`src/rtl/vga_pkg.sv`:
```
// Shared VGA constants and types for the 640x480 pixel pipeline.
package vga_pkg;

  // Horizontal timing, in pixel clocks
  localparam int unsigned H_VISIBLE = 640;
  localparam int unsigned H_FRONT   = 16;
  localparam int unsigned H_SYNC    = 96;
  localparam int unsigned H_BACK    = 48;
  localparam int unsigned H_TOTAL   = 800;

  // Vertical timing, in lines
  localparam int unsigned V_VISIBLE = 480;
  localparam int unsigned V_FRONT   = 10;
  localparam int unsigned V_SYNC    = 2;
  localparam int unsigned V_BACK    = 33;
  localparam int unsigned V_TOTAL   = 525;

  localparam int unsigned COLOR_DEPTH = 4;

  // Packed pixel, red in the MSBs
  typedef struct packed {
    logic [COLOR_DEPTH-1:0] r;
    logic [COLOR_DEPTH-1:0] g;
    logic [COLOR_DEPTH-1:0] b;
  } pixel_t;

  typedef enum logic [1:0] {
    IDLE,
    FETCH,
    DONE
  } fetch_state_e;

endpackage

```
`src/rtl/vga_pixel_prefetch_if.sv`:
```
// Framebuffer read port: request channel with ready/valid, in-order response channel.
interface vga_pixel_prefetch_if #(
  parameter int unsigned ADDR_WIDTH = 19,
  parameter int unsigned DATA_WIDTH = 12
);

  logic                  mem_req_valid;
  logic                  mem_req_ready;
  logic [ADDR_WIDTH-1:0] mem_req_addr;
  logic                  mem_rsp_valid;
  logic [DATA_WIDTH-1:0] mem_rsp_data;

  // Pixel fetcher side
  modport master (
    output mem_req_valid,
    output mem_req_addr,
    input  mem_req_ready,
    input  mem_rsp_valid,
    input  mem_rsp_data
  );

  // Framebuffer memory side
  modport slave (
    input  mem_req_valid,
    input  mem_req_addr,
    output mem_req_ready,
    output mem_rsp_valid,
    output mem_rsp_data
  );

endinterface

```
`src/rtl/vga_pixel_fifo.sv`:
```
// First-word-fall-through pixel FIFO with synchronous flush.
module vga_pixel_fifo #(
  parameter int unsigned WIDTH = 12,
  parameter int unsigned DEPTH = 16
) (
  input  logic                       clk,
  input  logic                       rst_n,
  input  logic                       push_i,
  input  logic [WIDTH-1:0]           data_i,
  input  logic                       pop_i,
  input  logic                       flush_i,
  output logic [WIDTH-1:0]           head_o,
  output logic [$clog2(DEPTH):0]     count_o,
  output logic                       empty_o,
  output logic                       full_o
);

  localparam int unsigned PW = $clog2(DEPTH);
  localparam int unsigned CW = PW + 1;

  logic [WIDTH-1:0] mem_q [DEPTH];
  logic [PW-1:0]    rd_ptr_q, rd_ptr_d;
  logic [PW-1:0]    wr_ptr_q, wr_ptr_d;
  logic [CW-1:0]    count_q, count_d;
  logic             do_push, do_pop;

  assign empty_o = (count_q == '0);
  assign full_o  = (count_q == CW'(DEPTH));
  assign do_pop  = pop_i && !empty_o;
  assign do_push = push_i && (!full_o || do_pop);
  assign head_o  = mem_q[rd_ptr_q];
  assign count_o = count_q;

  // Pointer and occupancy update; flush discards everything, including a same-cycle push
  always_comb begin
    rd_ptr_d = rd_ptr_q;
    wr_ptr_d = wr_ptr_q;
    count_d  = count_q;
    if (flush_i) begin
      rd_ptr_d = '0;
      wr_ptr_d = '0;
      count_d  = '0;
    end else begin
      if (do_push) wr_ptr_d = wr_ptr_q + PW'(1);
      if (do_pop)  rd_ptr_d = rd_ptr_q + PW'(1);
      count_d = count_q + CW'(do_push) - CW'(do_pop);
    end
  end

  // Storage write, no reset needed on the data array
  always_ff @(posedge clk) begin
    if (do_push && !flush_i) mem_q[wr_ptr_q] <= data_i;
  end

  // Control registers
  always_ff @(posedge clk or negedge rst_n) begin
    if (!rst_n) begin
      rd_ptr_q <= '0;
      wr_ptr_q <= '0;
      count_q  <= '0;
    end else begin
      rd_ptr_q <= rd_ptr_d;
      wr_ptr_q <= wr_ptr_d;
      count_q  <= count_d;
    end
  end

endmodule

```
`src/rtl/vga_pixel_prefetch.sv`:
```
// Prefetches framebuffer pixels ahead of the beam and presents one per visible cycle.
module vga_pixel_prefetch
  import vga_pkg::*;
#(
  parameter int unsigned VGA_WIDTH       = 640,
  parameter int unsigned VGA_HEIGHT      = 480,
  parameter int unsigned VGA_COLOR_DEPTH = 4,
  parameter int unsigned BUFFER_WIDTH    = VGA_COLOR_DEPTH * 3,
  parameter int unsigned FIFO_DEPTH      = 16,
  parameter int unsigned ADDR_WIDTH      = 19
) (
  input  logic                       clk,
  input  logic                       rst_n,
  input  logic                       frame_start,
  input  logic                       pixel_req,
  output logic [VGA_COLOR_DEPTH-1:0] vga_r,
  output logic [VGA_COLOR_DEPTH-1:0] vga_g,
  output logic [VGA_COLOR_DEPTH-1:0] vga_b,
  output logic                       underflow,
  vga_pixel_prefetch_if.master       mem
);

  localparam int unsigned CW = $clog2(FIFO_DEPTH) + 1;
  localparam logic [ADDR_WIDTH-1:0] LAST_ADDR = ADDR_WIDTH'(VGA_WIDTH * VGA_HEIGHT - 1);

  fetch_state_e            state_q, state_d;
  logic [ADDR_WIDTH-1:0]   addr_q, addr_d;
  logic [CW-1:0]           outstanding_q, outstanding_d;
  logic [CW-1:0]           discard_q, discard_d;
  logic                    underflow_q, underflow_d;

  logic                    req_valid, req_accept;
  logic                    rsp_drop, fifo_push, fifo_pop;
  logic [BUFFER_WIDTH-1:0] fifo_head, pixel_out;
  logic [CW-1:0]           fifo_count;
  logic                    fifo_empty, fifo_full;
  logic [CW:0]             credit_used;

  vga_pixel_fifo #(
    .WIDTH (BUFFER_WIDTH),
    .DEPTH (FIFO_DEPTH)
  ) u_fifo (
    .clk     (clk),
    .rst_n   (rst_n),
    .push_i  (fifo_push),
    .data_i  (mem.mem_rsp_data),
    .pop_i   (fifo_pop),
    .flush_i (frame_start),
    .head_o  (fifo_head),
    .count_o (fifo_count),
    .empty_o (fifo_empty),
    .full_o  (fifo_full)
  );

  assign credit_used = {1'b0, fifo_count} + {1'b0, outstanding_q};
  assign req_accept  = req_valid && mem.mem_req_ready;
  assign rsp_drop    = mem.mem_rsp_valid && (discard_q != '0);
  assign fifo_push   = mem.mem_rsp_valid && !rsp_drop;
  assign fifo_pop    = pixel_req && !fifo_empty;

  assign mem.mem_req_valid = req_valid;
  assign mem.mem_req_addr  = addr_q;

  // Colour outputs: head falls through while requested, blanked otherwise
  assign pixel_out = fifo_pop ? fifo_head : '0;
  assign vga_r     = pixel_out[BUFFER_WIDTH-1 -: VGA_COLOR_DEPTH];
  assign vga_g     = pixel_out[2*VGA_COLOR_DEPTH-1 -: VGA_COLOR_DEPTH];
  assign vga_b     = pixel_out[VGA_COLOR_DEPTH-1:0];
  assign underflow = underflow_q;

  // Fetch state register
  always_ff @(posedge clk or negedge rst_n) begin
    if (!rst_n) state_q <= IDLE;
    else        state_q <= state_d;
  end

  // Fetch next state: frame_start always (re)starts, last address accepted ends the frame
  always_comb begin
    state_d = state_q;
    if (frame_start) begin
      state_d = FETCH;
    end else if (state_q == FETCH && req_accept && addr_q == LAST_ADDR) begin
      state_d = DONE;
    end
  end

  // Request issue: only when every in-flight response is guaranteed a FIFO slot
  always_comb begin
    req_valid = (state_q == FETCH) && !fifo_full &&
                (credit_used < (CW+1)'(FIFO_DEPTH));
  end

  // Address, credit, discard and sticky underflow next-state
  always_comb begin
    addr_d        = addr_q;
    outstanding_d = outstanding_q + CW'(req_accept) - CW'(mem.mem_rsp_valid);
    discard_d     = discard_q;
    underflow_d   = underflow_q;
    if (frame_start) begin
      addr_d      = '0;
      // every request still in flight after this edge belongs to the old frame
      discard_d   = outstanding_d;
      underflow_d = 1'b0;
    end else begin
      if (req_accept && addr_q != LAST_ADDR) addr_d = addr_q + ADDR_WIDTH'(1);
      if (rsp_drop) discard_d = discard_q - CW'(1);
      if (pixel_req && fifo_empty) underflow_d = 1'b1;
    end
  end

  // Datapath registers
  always_ff @(posedge clk or negedge rst_n) begin
    if (!rst_n) begin
      addr_q        <= '0;
      outstanding_q <= '0;
      discard_q     <= '0;
      underflow_q   <= 1'b0;
    end else begin
      addr_q        <= addr_d;
      outstanding_q <= outstanding_d;
      discard_q     <= discard_d;
      underflow_q   <= underflow_d;
    end
  end

endmodule

```
`src/flat_wrapper.sv`:
```
// flat-port wrapper written by rule: the top's interface ports become plain ports
module vga_pixel_prefetch_flat import vga_pkg::*;
#(
  parameter int unsigned VGA_WIDTH       = 640,
  parameter int unsigned VGA_HEIGHT      = 480,
  parameter int unsigned VGA_COLOR_DEPTH = 4,
  parameter int unsigned BUFFER_WIDTH    = VGA_COLOR_DEPTH * 3,
  parameter int unsigned FIFO_DEPTH      = 16,
  parameter int unsigned ADDR_WIDTH      = 19
)
  (clk, rst_n, frame_start, pixel_req, vga_r, vga_g, vga_b, underflow, mem_mem_req_valid, mem_mem_req_addr, mem_mem_req_ready, mem_mem_rsp_valid, mem_mem_rsp_data);
  vga_pixel_prefetch_if #(.ADDR_WIDTH(ADDR_WIDTH), .DATA_WIDTH((12))) mem_i ();
  input  logic clk;
  input  logic rst_n;
  input  logic frame_start;
  input  logic pixel_req;
  output logic [VGA_COLOR_DEPTH-1:0] vga_r;
  output logic [VGA_COLOR_DEPTH-1:0] vga_g;
  output logic [VGA_COLOR_DEPTH-1:0] vga_b;
  output logic underflow;
  output wire logic [$bits(mem_i.mem_req_valid)-1:0] mem_mem_req_valid;
  output wire logic [$bits(mem_i.mem_req_addr)-1:0] mem_mem_req_addr;
  input wire logic [$bits(mem_i.mem_req_ready)-1:0] mem_mem_req_ready;
  input wire logic [$bits(mem_i.mem_rsp_valid)-1:0] mem_mem_rsp_valid;
  input wire logic [$bits(mem_i.mem_rsp_data)-1:0] mem_mem_rsp_data;
  assign mem_mem_req_valid = mem_i.mem_req_valid;
  assign mem_mem_req_addr = mem_i.mem_req_addr;
  assign mem_i.mem_req_ready = mem_mem_req_ready;
  assign mem_i.mem_rsp_valid = mem_mem_rsp_valid;
  assign mem_i.mem_rsp_data = mem_mem_rsp_data;
  vga_pixel_prefetch #(.VGA_WIDTH(VGA_WIDTH), .VGA_HEIGHT(VGA_HEIGHT), .VGA_COLOR_DEPTH(VGA_COLOR_DEPTH), .BUFFER_WIDTH(BUFFER_WIDTH), .FIFO_DEPTH(FIFO_DEPTH), .ADDR_WIDTH(ADDR_WIDTH)) u_core (.clk(clk), .rst_n(rst_n), .frame_start(frame_start), .pixel_req(pixel_req), .vga_r(vga_r), .vga_g(vga_g), .vga_b(vga_b), .underflow(underflow), .mem(mem_i));
endmodule
```
`config.mk`:
```
export PLATFORM = sky130hd
export DESIGN_NAME = vga_pixel_prefetch_flat
export DESIGN_NICKNAME = d
export VERILOG_FILES = /design/src/rtl/vga_pkg.sv /design/src/rtl/vga_pixel_prefetch_if.sv /design/src/rtl/vga_pixel_fifo.sv /design/src/rtl/vga_pixel_prefetch.sv /design/src/flat_wrapper.sv
export SDC_FILE = /design/constraint.sdc
export NUM_CORES = 1
export LEC_CHECK = 0
export ABC_CLOCK_PERIOD_IN_PS = 4000
export CORE_ASPECT_RATIO = 1.2
export CORE_MARGIN = 2
export CORE_UTILIZATION = 40
export DETAILED_ROUTE_END_ITERATION = 7
export HOLD_SLACK_MARGIN = 0.06
export SYNTH_ARGS = -nofsm -noshare
export SYNTH_HDL_FRONTEND = slang
export SYNTH_SLANG_ARGS = --single-unit
export TNS_END_PERCENT = 20
```
`constraint.sdc`:
```
create_clock -name clk -period 4 [get_ports clk]
set_input_delay 0.8 -clock clk [delete_from_list [all_inputs] [get_ports clk]]
set_output_delay 0.8 -clock clk [all_outputs]
set_load 0.1 [all_outputs]
```
## Word level (Yosys, flattened, before mapping)

Memories as Yosys holds them, arrays and structs flattened.
Index checks and enable logic that the tools add are counted.

| storage, ports and cells | value |
|---|---|
| register bits | 45 |
| bits in writable memories | 192 |
| input port bits | 18 |
| output and inout bits | 33 |
| word-level logic and storage cells | 65 |
| memories | 1 |

| operators by class | value |
|---|---|
| add/subtract/negate cells | 9 |
| $lt $le $gt $ge | 1 |
| equality and inequality tests | 4 |
| muxes and demuxes | 16 |
| reductions and logical operators | 26 |

Memory list:

| name | words | width | read ports | clocked after Yosys merged registers in | write ports | line | text |
|---|---|---|---|---|---|---|---|
| u_core.u_fifo.mem_q | 16 | 12 | 1 | 0 | 1 | vga_pixel_fifo.sv:21 | `logic [WIDTH-1:0] mem_q [DEPTH];` |

Operators with widths:

| cell | number |
|---|---|
| 2-to-1 mux 19 bit | 2 |
| adder 19 x 1 -> 19 bit, second input constant | 1 |
| == test 19 bit, second input constant | 1 |
| inequality test 19 bit, second input constant | 1 |
| 2-to-1 mux 4 bit | 4 |
| 2-to-1 mux 5 bit | 3 |
| logical AND 1 bit | 13 |
| 2-to-1 mux 12 bit | 1 |
| nonzero test 2 bit | 6 |
| adder 5 x 1 -> 5 bit | 2 |
| subtractor 5 x 1 -> 5 bit | 2 |
| adder 4 x 1 -> 4 bit, second input constant | 2 |
| adder 5 x 5 -> 6 bit | 1 |
| less-than comparator 6 x 5 -> 1 bit, second input constant | 1 |
| == test 5 bit, second input constant | 1 |
| zero test 5 bit | 1 |
| nonzero test 5 bit | 1 |
| subtractor 5 x 1 -> 5 bit, second input constant | 1 |
| zero test 1 bit | 4 |
| 2-to-1 mux 1 bit | 4 |
| 2-to-1 mux 2 bit | 2 |
| == test 2 x 1 -> 1 bit, second input constant | 1 |
| logical OR 1 bit | 1 |

## Longest topological paths before layout

Gate-level depths: netlist (run 1).

| depth | value |
|---|---|
| word-level depth | 9 |
| gate-level depth with buffers | 15 |

## By module

A second synthesis (run 1) with hierarchy kept.

| second synthesis, totals | value |
|---|---|
| cell total of the unflattened synthesis | 664 |
| area, all modules | 10435.0 sq um |

Modules (own cells, without submodules):

| module | times used | cells an instance | area each (sq um) | sequential area each (sq um) |
|---|---|---|---|---|
| vga_pixel_fifo | 1 | 451 | 8449.4 | 6090.8 |
| vga_pixel_prefetch | 1 | 213 | 1985.7 | 800.8 |

## Worst setup path after synthesis (run 1)

OpenSTA, ideal clock, no wires.

| timing path | value |
|---|---|
| path kind | reg-to-output |
| start | register u_core.u_fifo.count_q[4] (netlist: u_core.u_fifo.count_o[4]) |
| end | output mem_mem_req_valid |
| arrival | 3.155 ns |
| data required time | 3.200 ns |
| path slack | 0.045 ns |
| cell stages (with the launch flop) | 5 |
| buffers on the path | 0 |
| cell sequence | dfrtp_1 > ha_1 > nor4b_4 > nand2_1 > nor3_1 |

| between the ends | value |
|---|---|
| cells in the longest elaborated chain, start to end | 4 |

Ends and longest elaborated chain:

| what | line | text |
|---|---|---|
| start: declaration | vga_pixel_fifo.sv:24 | `logic [CW-1:0] count_q, count_d;` |
| start signal: assignment | vga_pixel_fifo.sv:64 | `count_q <= count_d;` |
| branches (longest 3 deep; another with adder 5 x 5 -> 6 bit) | n/a |  |
| logical AND 1 bit (*) | vga_pixel_prefetch.sv:89 | `req_valid = (state_q == FETCH) && !fifo_full &&` |
| end: declaration | flat_wrapper.sv:21 | `output wire logic [$bits(mem_i.mem_req_valid)-1:0] mem_mem_req_valid;` |

Mark *: on every way between the ends.

## Final worst setup path (run 1)

| timing path | value |
|---|---|
| start | register u_core.u_fifo.rd_ptr_q[0] |
| end | output vga_r[2] |

| between the ends | value |
|---|---|
| cells in the longest elaborated chain, start to end | 2 |

Ends and longest elaborated chain:

| what | line | text |
|---|---|---|
| start: declaration | vga_pixel_fifo.sv:22 | `logic [PW-1:0] rd_ptr_q, rd_ptr_d;` |
| start signal: assignment | vga_pixel_fifo.sv:62 | `rd_ptr_q <= rd_ptr_d;` |
| memory (16 x 12 bit) | n/a |  |
| 2-to-1 mux 12 bit | vga_pixel_prefetch.sv:65 | `assign pixel_out = fifo_pop ? fifo_head : '0;` |
| end: declaration | flat_wrapper.sv:17 | `output logic [VGA_COLOR_DEPTH-1:0] vga_r;` |

No other way between the ends.

==> flow_metrics.tcl, run 1 <==
set metrics [dict create \
    fin_worst_skew_ns 0.01142 \
    synth_cell_types 43 \
    die-height_um 176.9 \
    clkLatencyLatePin_ns 0.52 \
    syn-cell-area_um2 9970 \
    htreeDepth 1 \
    synth-edff-count 192 \
    worstMarginPinSlew_ns 1.060 \
    antenna_cells 0 \
    io_pins 51 \
    grt_usage_pct 16.75 \
    rows 63 \
    power_density_nw_per_um2 623.5 \
    drc 0 \
    numPortBuffers 50 \
    post_dp_cell_area_um2 11080 \
    syn_avg_cell_area_um2 17.43 \
    clock_path_buffers 3 \
    grt_pass1_wl_mm 33.15 \
    preCtsSetupSlack_ns 0.6072 \
    yosysWarnings 0 \
    cts_sinks 237 \
    syn_inst 572 \
    worstSetupPathType "flip-flop to primary output" \
    p_sw_mw 2.283 \
    avgViaCountPerCell 5.361 \
    post_cts_resized 0 \
    design_area_um2 11960 \
    finalSetupViolCount 0 \
    cp-start-kind "flip-flop" \
    final_cell_mix "edfxtp_1, mux4_2, dfrtp_1, nor2_1, clkdlybuf4s50_1" \
    finalSetupTns_ns 0 \
    peakVddDrop_uv 487.6 \
    seqPwrFrac_pct 39.5 \
    die-area_um2 26210 \
    leakagePower_nw 4.053 \
    cts.clk_slew.worst_paths_ns 0.06 \
    path_cells "buf_12, mux4_2, mux4_2, and2_1, buf_12" \
    nets 689 \
    dp_cells 943 \
    drt-total-wl_mm 21.05 \
    ys.flop_type "edfxtp_1" \
    postCtsSetupRepairBufs 0 \
    hold_buffers 0 \
    grt_pass1_vias 5733 \
    p_total_mw 7.458 \
    grt_max_degree 46 \
    root_buffer "clkbuf_16" \
    drive_above_1_share_pct 22.52 \
    p_int_mw 5.175 \
    final_hold_viol_count 0 \
    drt_first_pass_iters 4 \
    syn-num-nets 615 \
    min_period_ns 3.713 \
    final_common_cell "edfxtp_1" \
    numCtsBuffers 26 \
    drt_iter0_drc 284 \
    fin_ws_ns 0.2869 \
    slew_headroom_pct 29.32 \
    core_area_um2 24590 \
    cp_slowest_cell "dfrtp_4" \
    gp_congestion 0.7757 \
    status "completed" \
    post_drt_wl_per_cell_um 21.24 \
    start_util_pct 40.54 \
    max_cap_violations 0 \
    async_flop_share_pct 18.99 \
    end_kind "primary output" \
    combinationalPowerShare_pct 28.0 \
    clockPowerShare_pct 32.5 \
    crit_fanout 22 \
    die_w_um 148.1 \
    final_cells 991 \
    overflow 0 \
    min_path_type "input port to asynchronous set/reset pin" \
    num_vias 5313 \
    critPathTopFamily "multiplexers" \
    final-max-slew-violation-count 0 \
    postRouteAntennaNets 0 \
    ys_seq_area_share_pct 69.13 \
    cp.required_ns 3.20 \
    swShare_pct 30.62 \
    rsz0062_at_grt "false" \
    timing.final.crit_share_pct 92.83 \
    cp.arrival_ns 2.91 \
    critPathBufInv 2 \
    hpwl_mm 12.64 \
    cts_tree "built" \
    cp_slowest_stage_delay_ns 0.73 \
    fmax_mhz 269.3 \
    ys_ff_latch 237 \
    antenna_found_initial 0 \
    syn_to_final_growth_pct 19.98 \
]
[metrics by stage]
| stage | utilization, % | hold slack [ns] |
|---|---|---|
| global route | 48.64 | 0.5109 |
| finish | 48.64 | 0.4662 |
| CTS | 48.64 | 0.4907 |
| detailed placement | 45.03 | 0.4778 |
| floorplan | - | 0.4510 |
| global placement | 45.03 | 0.4736 |
[state kept, by name, summed over array words and instances (netlist names), 2 cells and up]
| register | cells |
|---|---|
| u_core.u_fifo.wr_ptr_q | 4 |
| u_core.discard_q | 5 |
| u_core.u_fifo.mem_q | 192 |
| u_core.mem.mem_req_addr | 19 |
| u_core.u_fifo.rd_ptr_q | 4 |
| u_core.outstanding_q | 5 |
| u_core.state_q | 2 |
| u_core.u_fifo.count_o | 5 |
[area by class of cell]
type | count | area, um^2
fillers | 2086 | 12630
repair buffers | 72 | 815.8
inverters | 21 | 78.83
multi-input cells | 288 | 2878
flip-flops and latches | 237 | 6897
clock buffers | 31 | 710.7
clock inverters | 17 | 175.2
well taps | 325 | 406.6
[path summary, 6_finish.rpt]
| kind | start | endpoint | slack [ns] | depth (start not counted) |
|---|---|---|---|---|
| max reg2reg | u_core.u_fifo.count_o[1] | u_core.discard_q[4] | 1.02 | 11 |
| max | u_core.u_fifo.rd_ptr_q[0] | vga_r[2] | 0.29 | 5 |
| min reg2reg | u_core.state_q[0] | u_core.state_q[0] | 0.49 | 1 |
| min | rst_n | u_core.mem.mem_req_addr[3] | 0.47 | 1 |
| max in group asynchronous | rst_n | u_core.u_fifo.rd_ptr_q[0] | 2.76 | 1 |
| min in group clk | u_core.state_q[0] | u_core.state_q[0] | 0.49 | 1 |
[power by group through the flow]
stage,sequential [mW],clock (mW),combinational (mW)
finish,2.95,2.42,2.09
detailed placement,3.00,0,2.11
global placement,2.99,0,2.06
floorplan,2.93,0,1.58
CTS,2.95,2.47,2.12
global route,2.97,2.57,2.26
[cell usage after synthesis (2+ instances only)]
master / number / share of area (%)
or4_1: 4 / 0.30
nand2_1: 18 / 0.68
inv_1: 21 / 0.79
nand3_1: 10 / 0.50
buf_1: 5 / 0.19
ha_1: 23 / 2.9
buf_6: 2 / 0.23
a21oi_1: 25 / 1.3
nor2_1: 40 / 1.5
o31ai_1: 2 / 0.15
xnor2_1: 14 / 1.2
nand4_2: 2 / 0.25
buf_2: 7 / 0.35
mux4_2: 60 / 14
dfrtp_1: 45 / 11
and2_1: 12 / 0.75
xor2_1: 7 / 0.61
edfxtp_1: 192 / 58
clkbuf_1: 12 / 0.45
nor2b_1: 4 / 0.25
fa_1: 2 / 0.40
nor4_1: 5 / 0.31
and4_1: 3 / 0.26
o21ai_0: 15 / 0.75
nand4_1: 6 / 0.38
or3_1: 15 / 0.94
nor3_1: 2 / 0.10
a21o_1: 4 / 0.30
[cell families after synthesis]
kind of cell             Yosys count  synth area share [%]
AO/OA/AOI/OAI                     52                 3.000
XOR/XNOR                          21                 1.845
adder cells (fa/ha/maj)           25                 3.288
buffers and inverters             47                 2.008
flip-flops                       237                 69.13
multiplexers                      61                 13.65
AND/OR/NAND/NOR                  129                 7.078
[per-layer routing]
metal | up-vias | wire length, um | GRT usage (%)
li1 | 2383 | - | -
met1 | 2788 | 8917 | 21.65
met2 | 113 | 10920 | 29.69
met3 | 29 | 792 | 2.500
met4 | 0 | 411 | 4.405
met5 | - | 0 | 0
(Power assumes the default switching activity.)
==> run 2: changes to the inputs <==
--- a/config.mk
+++ b/config.mk
@@ -9,6 +9,7 @@
 export CORE_ASPECT_RATIO = 1.2
 export CORE_MARGIN = 2
 export CORE_UTILIZATION = 40
+export CTS_BUF_LIST = sky130_fd_sc_hd__clkbuf_4 sky130_fd_sc_hd__clkbuf_8 sky130_fd_sc_hd__clkbuf_16
 export DETAILED_ROUTE_END_ITERATION = 7
 export HOLD_SLACK_MARGIN = 0.06
 export SYNTH_ARGS = -nofsm -noshare
==> flow_metrics.tcl, run 2 (synthesis results as in run 1) <==
set metrics [dict create \
    path_cells "buf_12, mux4_2, mux4_2, and2_1, buf_12" \
    grt_max_degree 46 \
    rows 63 \
    start_util_pct 40.54 \
    grt_pass1_wl_mm 33.15 \
    grt_usage_pct 16.75 \
    grt_pass1_vias 5733 \
    num_vias 5295 \
    antenna_found_initial 0 \
    drt_iter0_drc 284 \
    r2r_start "u_core.u_fifo.count_o[1]" \
    fmax_mhz 269.5 \
    numPortBuffers 50 \
    slew_headroom_pct 28.96 \
    die-area_um2 26210 \
    r2r_end "u_core.discard_q[4]" \
    peakVddDrop_uv 487.1 \
    antenna_cells 0 \
    final-max-slew-violation-count 0 \
    die-height_um 176.9 \
    clock_path_buffers 3 \
    fin_util_pct 48.67 \
    clkLatencyLatePin_ns 0.52 \
    final_cell_mix "edfxtp_1, mux4_2, dfrtp_1, nor2_1, clkdlybuf4s50_1" \
    fin_worst_skew_ns 0.01130 \
    syn_to_final_growth_pct 20.06 \
    crit_fanout 22 \
    critPathTopFamily "multiplexers" \
    worstMarginPinSlew_ns 1.066 \
    drt-total-wl_mm 21.04 \
    min_period_ns 3.710 \
    holdWs_ns 0.4678 \
    finalSetupViolCount 0 \
    max_cap_violations 0 \
    drc 0 \
    hpwl_mm 12.64 \
    htreeDepth 1 \
    root_buffer "clkbuf_16" \
    reg2reg_slack_ns 1.02 \
    overflow 0 \
    hold_buffers 0 \
    final_common_cell "edfxtp_1" \
    post_drt_wl_per_cell_um 21.23 \
    postRouteAntennaNets 0 \
    largest-register "u_core.u_fifo.mem_q" \
    cp_slowest_stage_delay_ns 0.73 \
    status "completed" \
    gp_congestion 0.7757 \
    cts_tree "built" \
    rsz0062_at_grt "false" \
    final_cells 991 \
    cp.arrival_ns 2.91 \
    post_cts_resized 0 \
    largest_register_ffs 192 \
    final_hold_viol_count 0 \
    cp.required_ns 3.20 \
    numCtsBuffers 26 \
    postCtsSetupRepairBufs 0 \
    cts_sinks 237 \
    end_kind "primary output" \
    leakagePower_nw 4.059 \
    nets 689 \
    reg2reg_depth 11 \
    min_path_type "input port to asynchronous set/reset pin" \
    cp-start-kind "flip-flop" \
    cts.clk_slew.worst_paths_ns 0.06 \
    fin_ws_ns 0.2901 \
    preCtsSetupSlack_ns 0.6072 \
    core_area_um2 24590 \
    timing.final.crit_share_pct 92.75 \
    finalSetupTns_ns 0 \
    avgViaCountPerCell 5.343 \
    cp_slowest_cell "dfrtp_4" \
    io_pins 51 \
    critPathBufInv 2 \
    worstSetupPathType "flip-flop to primary output" \
    drive_above_1_share_pct 22.82 \
    die_w_um 148.1 \
    power_density_nw_per_um2 624.1 \
    drt_first_pass_iters 4 \
    dp_cells 943 \
]
[run 2: cell counts in the layout (fill, tap and decap cells not counted)]
Identical to the previous run, type by type.
[run 2: area by class of cell]
cell class | count | area [um^2]
clock inverters | 17 | 175.2
well taps | 325 | 406.6
multi-input cells | 288 | 2878
flip-flops and latches | 237 | 6897
repair buffers | 72 | 815.8
fillers | 2086 | 12620
clock buffers | 31 | 718.2
inverters | 21 | 78.83
[run 2: worst max path at each step]
| stage | slack, ns | depth (start not counted) | to | startpoint |
|---|---|---|---|---|
| finish | 0.29 | 5 | vga_r[2] | u_core.u_fifo.rd_ptr_q[0] |
| global placement | 0.66 | 12 | u_core.u_fifo.count_o[4] | mem_mem_rsp_valid |
| CTS | 0.19 | 5 | vga_r[2] | u_core.u_fifo.rd_ptr_q[0] |
| global route | 0.13 | 5 | vga_r[2] | u_core.u_fifo.rd_ptr_q[0] |
| floorplan | 0.05 | 4 | mem_mem_req_valid | u_core.u_fifo.count_o[4] |
| detailed placement | 0.61 | 12 | u_core.u_fifo.count_o[4] | mem_mem_rsp_valid |
[run 2: metal layers]
metal,wire length (um),track usage (%),vias to the layer above
li1,-,-,2384
met1,8886,21.65,2769
met2,10910,29.69,113
met3,839,2.500,29
met4,407,4.405,0
met5,0,0,-
[run 2: power by group]
group          total [mW]  internal (mW)  switching [mW]  leakage, nW
sequential           2.95           2.78           0.172         2.32
clock                2.43           1.48           0.953        0.441
combinational        2.09          0.934            1.16         1.30
total                7.47           5.19            2.28         4.06
[run 2: stage by stage]
stage               total power, mW  instance area, um^2
finish                        7.470                11970
global route                  7.826                11970
CTS                           7.555                11970
detailed placement            5.113                11080
global placement              5.052                11080
floorplan                     4.513                 9970
==> run 3: changes to the inputs <==
==> constraint.sdc (replaced) <==
create_clock -name clk -period 4 [get_ports clk]
set_input_delay 0.4 -clock clk [delete_from_list [all_inputs] [get_ports clk]]
set_output_delay 0.4 -clock clk [all_outputs]
set_load 0.1 [all_outputs]
==> flow_metrics.tcl, run 3 (synthesis results as in run 1) <==
set metrics [dict create \
    end_kind "primary output" \
    drc 0 \
    seqPwrFrac_pct 40.5 \
    root_buffer "clkbuf_16" \
    slew_headroom_pct 31.15 \
    timing.final.crit_share_pct 82.46 \
    numCtsBuffers 25 \
    post_drt_wl_per_cell_um 21.17 \
    combinationalPowerShare_pct 27.9 \
    die-height_um 176.9 \
    clockPowerShare_pct 31.6 \
    drive_above_1_share_pct 22.07 \
    num_vias 5369 \
    numPortBuffers 50 \
    final-max-slew-violation-count 0 \
    io_pins 51 \
    hpwl_mm 13.31 \
    antenna_found_initial 1 \
    multi_input_area_um2 2878 \
    hold_buffers 0 \
    cp_slowest_stage_delay_ns 0.56 \
    fmax_mhz 303.2 \
    cp-start-kind "flip-flop" \
    min_period_ns 3.299 \
    grt_pass1_vias 5629 \
    peakVddDrop_uv 658.8 \
    crit_fanout 15 \
    die-area_um2 26210 \
    cp.arrival_ns 2.90 \
    postRouteAntennaNets 0 \
    p_sw_mw 2.211 \
    final_cell_mix "edfxtp_1, mux4_2, dfrtp_1, nor2_1, buf_4" \
    cp_slowest_cell "dfrtp_4" \
    antenna_cells 0 \
    max_cap_violations 0 \
    worstSetupPathType "flip-flop to primary output" \
    final_hold_viol_count 0 \
    path_cells "buf_4, mux4_2, mux4_2, and2_1, buf_4" \
    status "completed" \
    htreeDepth 1 \
    worstMarginPinSlew_ns 1.033 \
    seq_area_um2 6897 \
    drt-total-wl_mm 20.98 \
    grt_usage_pct 16.41 \
    swShare_pct 30.82 \
    dp_cells 947 \
    power_density_nw_per_um2 611.1 \
    reg2reg_slack_ns 1.05 \
    postCtsSetupRepairBufs 0 \
    start_util_pct 40.54 \
    cp.required_ns 3.60 \
    nets 692 \
    min_path_type "input port to asynchronous set/reset pin" \
    cts_tree "built" \
    cts_sinks 237 \
    fillers 2092 \
    cts.clk_slew.worst_paths_ns 0.06 \
    clkLatencyLatePin_ns 0.51 \
    largest-register "u_core.u_fifo.mem_q" \
    syn_to_final_growth_pct 17.73 \
    die_w_um 148.1 \
    grt_pass1_wl_mm 32.89 \
    r2r_start "u_core.discard_q[0]" \
    leakagePower_nw 3.991 \
    core_area_um2 24590 \
    final_cells 991 \
    clock_path_buffers 3 \
    r2r_end "u_core.u_fifo.count_o[4]" \
    reg2reg_depth 14 \
    holdWs_ns 0.07107 \
    p_int_mw 4.963 \
    rsz0062_at_grt "false" \
    fin_worst_skew_ns 0.01307 \
    post_cts_resized 0 \
    gp_congestion 0.8318 \
    avgViaCountPerCell 5.418 \
    p_total_mw 7.173 \
    finalSetupTns_ns 0 \
    overflow 0 \
    largest_register_ffs 192 \
    rows 63 \
    drt_first_pass_iters 4 \
    finalSetupViolCount 0 \
    drt_iter0_drc 371 \
    grt_max_degree 46 \
    final_common_cell "edfxtp_1" \
]
## run 3: how the worst max path moves through the flow
| stage | from | endpoint | slack (ns) | depth (start not counted) |
|---|---|---|---|---|
| after floorplan | u_core.u_fifo.count_o[4] | u_core.state_q[0] | 0.18 | 6 |
| after detailed placement | mem_mem_rsp_valid | u_core.u_fifo.count_o[4] | 1.01 | 12 |
| after global routing | u_core.u_fifo.rd_ptr_q[0] | vga_b[3] | 0.55 | 5 |
| after global placement | mem_mem_rsp_valid | u_core.u_fifo.count_o[4] | 1.01 | 12 |
| final | u_core.u_fifo.rd_ptr_q[0] | vga_b[3] | 0.70 | 5 |
| after CTS | u_core.u_fifo.rd_ptr_q[0] | vga_b[3] | 0.63 | 5 |
## run 3: final cells by class
class	instances	area share, %
clock buffer	30	5.650
tap	325	3.464
multi-input combinational	288	24.52
inverter	21	0.6716
sequential	237	58.76
clock inverter	14	1.226
timing repair buffer	76	5.714
## run 3: power by group through the flow
stage	logic (mW)	clock network, mW	registers, mW
5_1_grt	2.16	2.42	2.92
6_report	2.00	2.27	2.91
3_3_place_gp	2.00	0	2.95
4_1_cts	2.04	2.32	2.91
3_5_place_dp	2.03	0	2.96
2_1_floorplan	1.58	0	2.93
## run 3: worst max-delay path, delay by kind of cell, from the launching register on
family	cells	cell delay (ns)
mux	2	1.04
simple gates	1	0.18
flops	1	0.56
buf+inv	2	0.60
## run 3: per-layer routing
metal | global-route usage [%] | vias to the layer above | routed length (um)
li1 | - | 2389 | -
met1 | 21.82 | 2802 | 8656
met2 | 29.05 | 157 | 10860
met3 | 2.423 | 21 | 1226
met4 | 3.016 | 0 | 240
met5 | 0 | - | 0
## run 3: through the flow
stage | instance area [um^2] | worst slack [ns] | util [%]
floorplan | 9970 | 0.1774 | -
global placement | 10930 | 1.006 | 44.44
detailed placement | 10930 | 1.007 | 44.44
CTS | 11740 | 0.6299 | 47.73
global route | 11740 | 0.5503 | 47.73
finish | 11740 | 0.7014 | 47.73
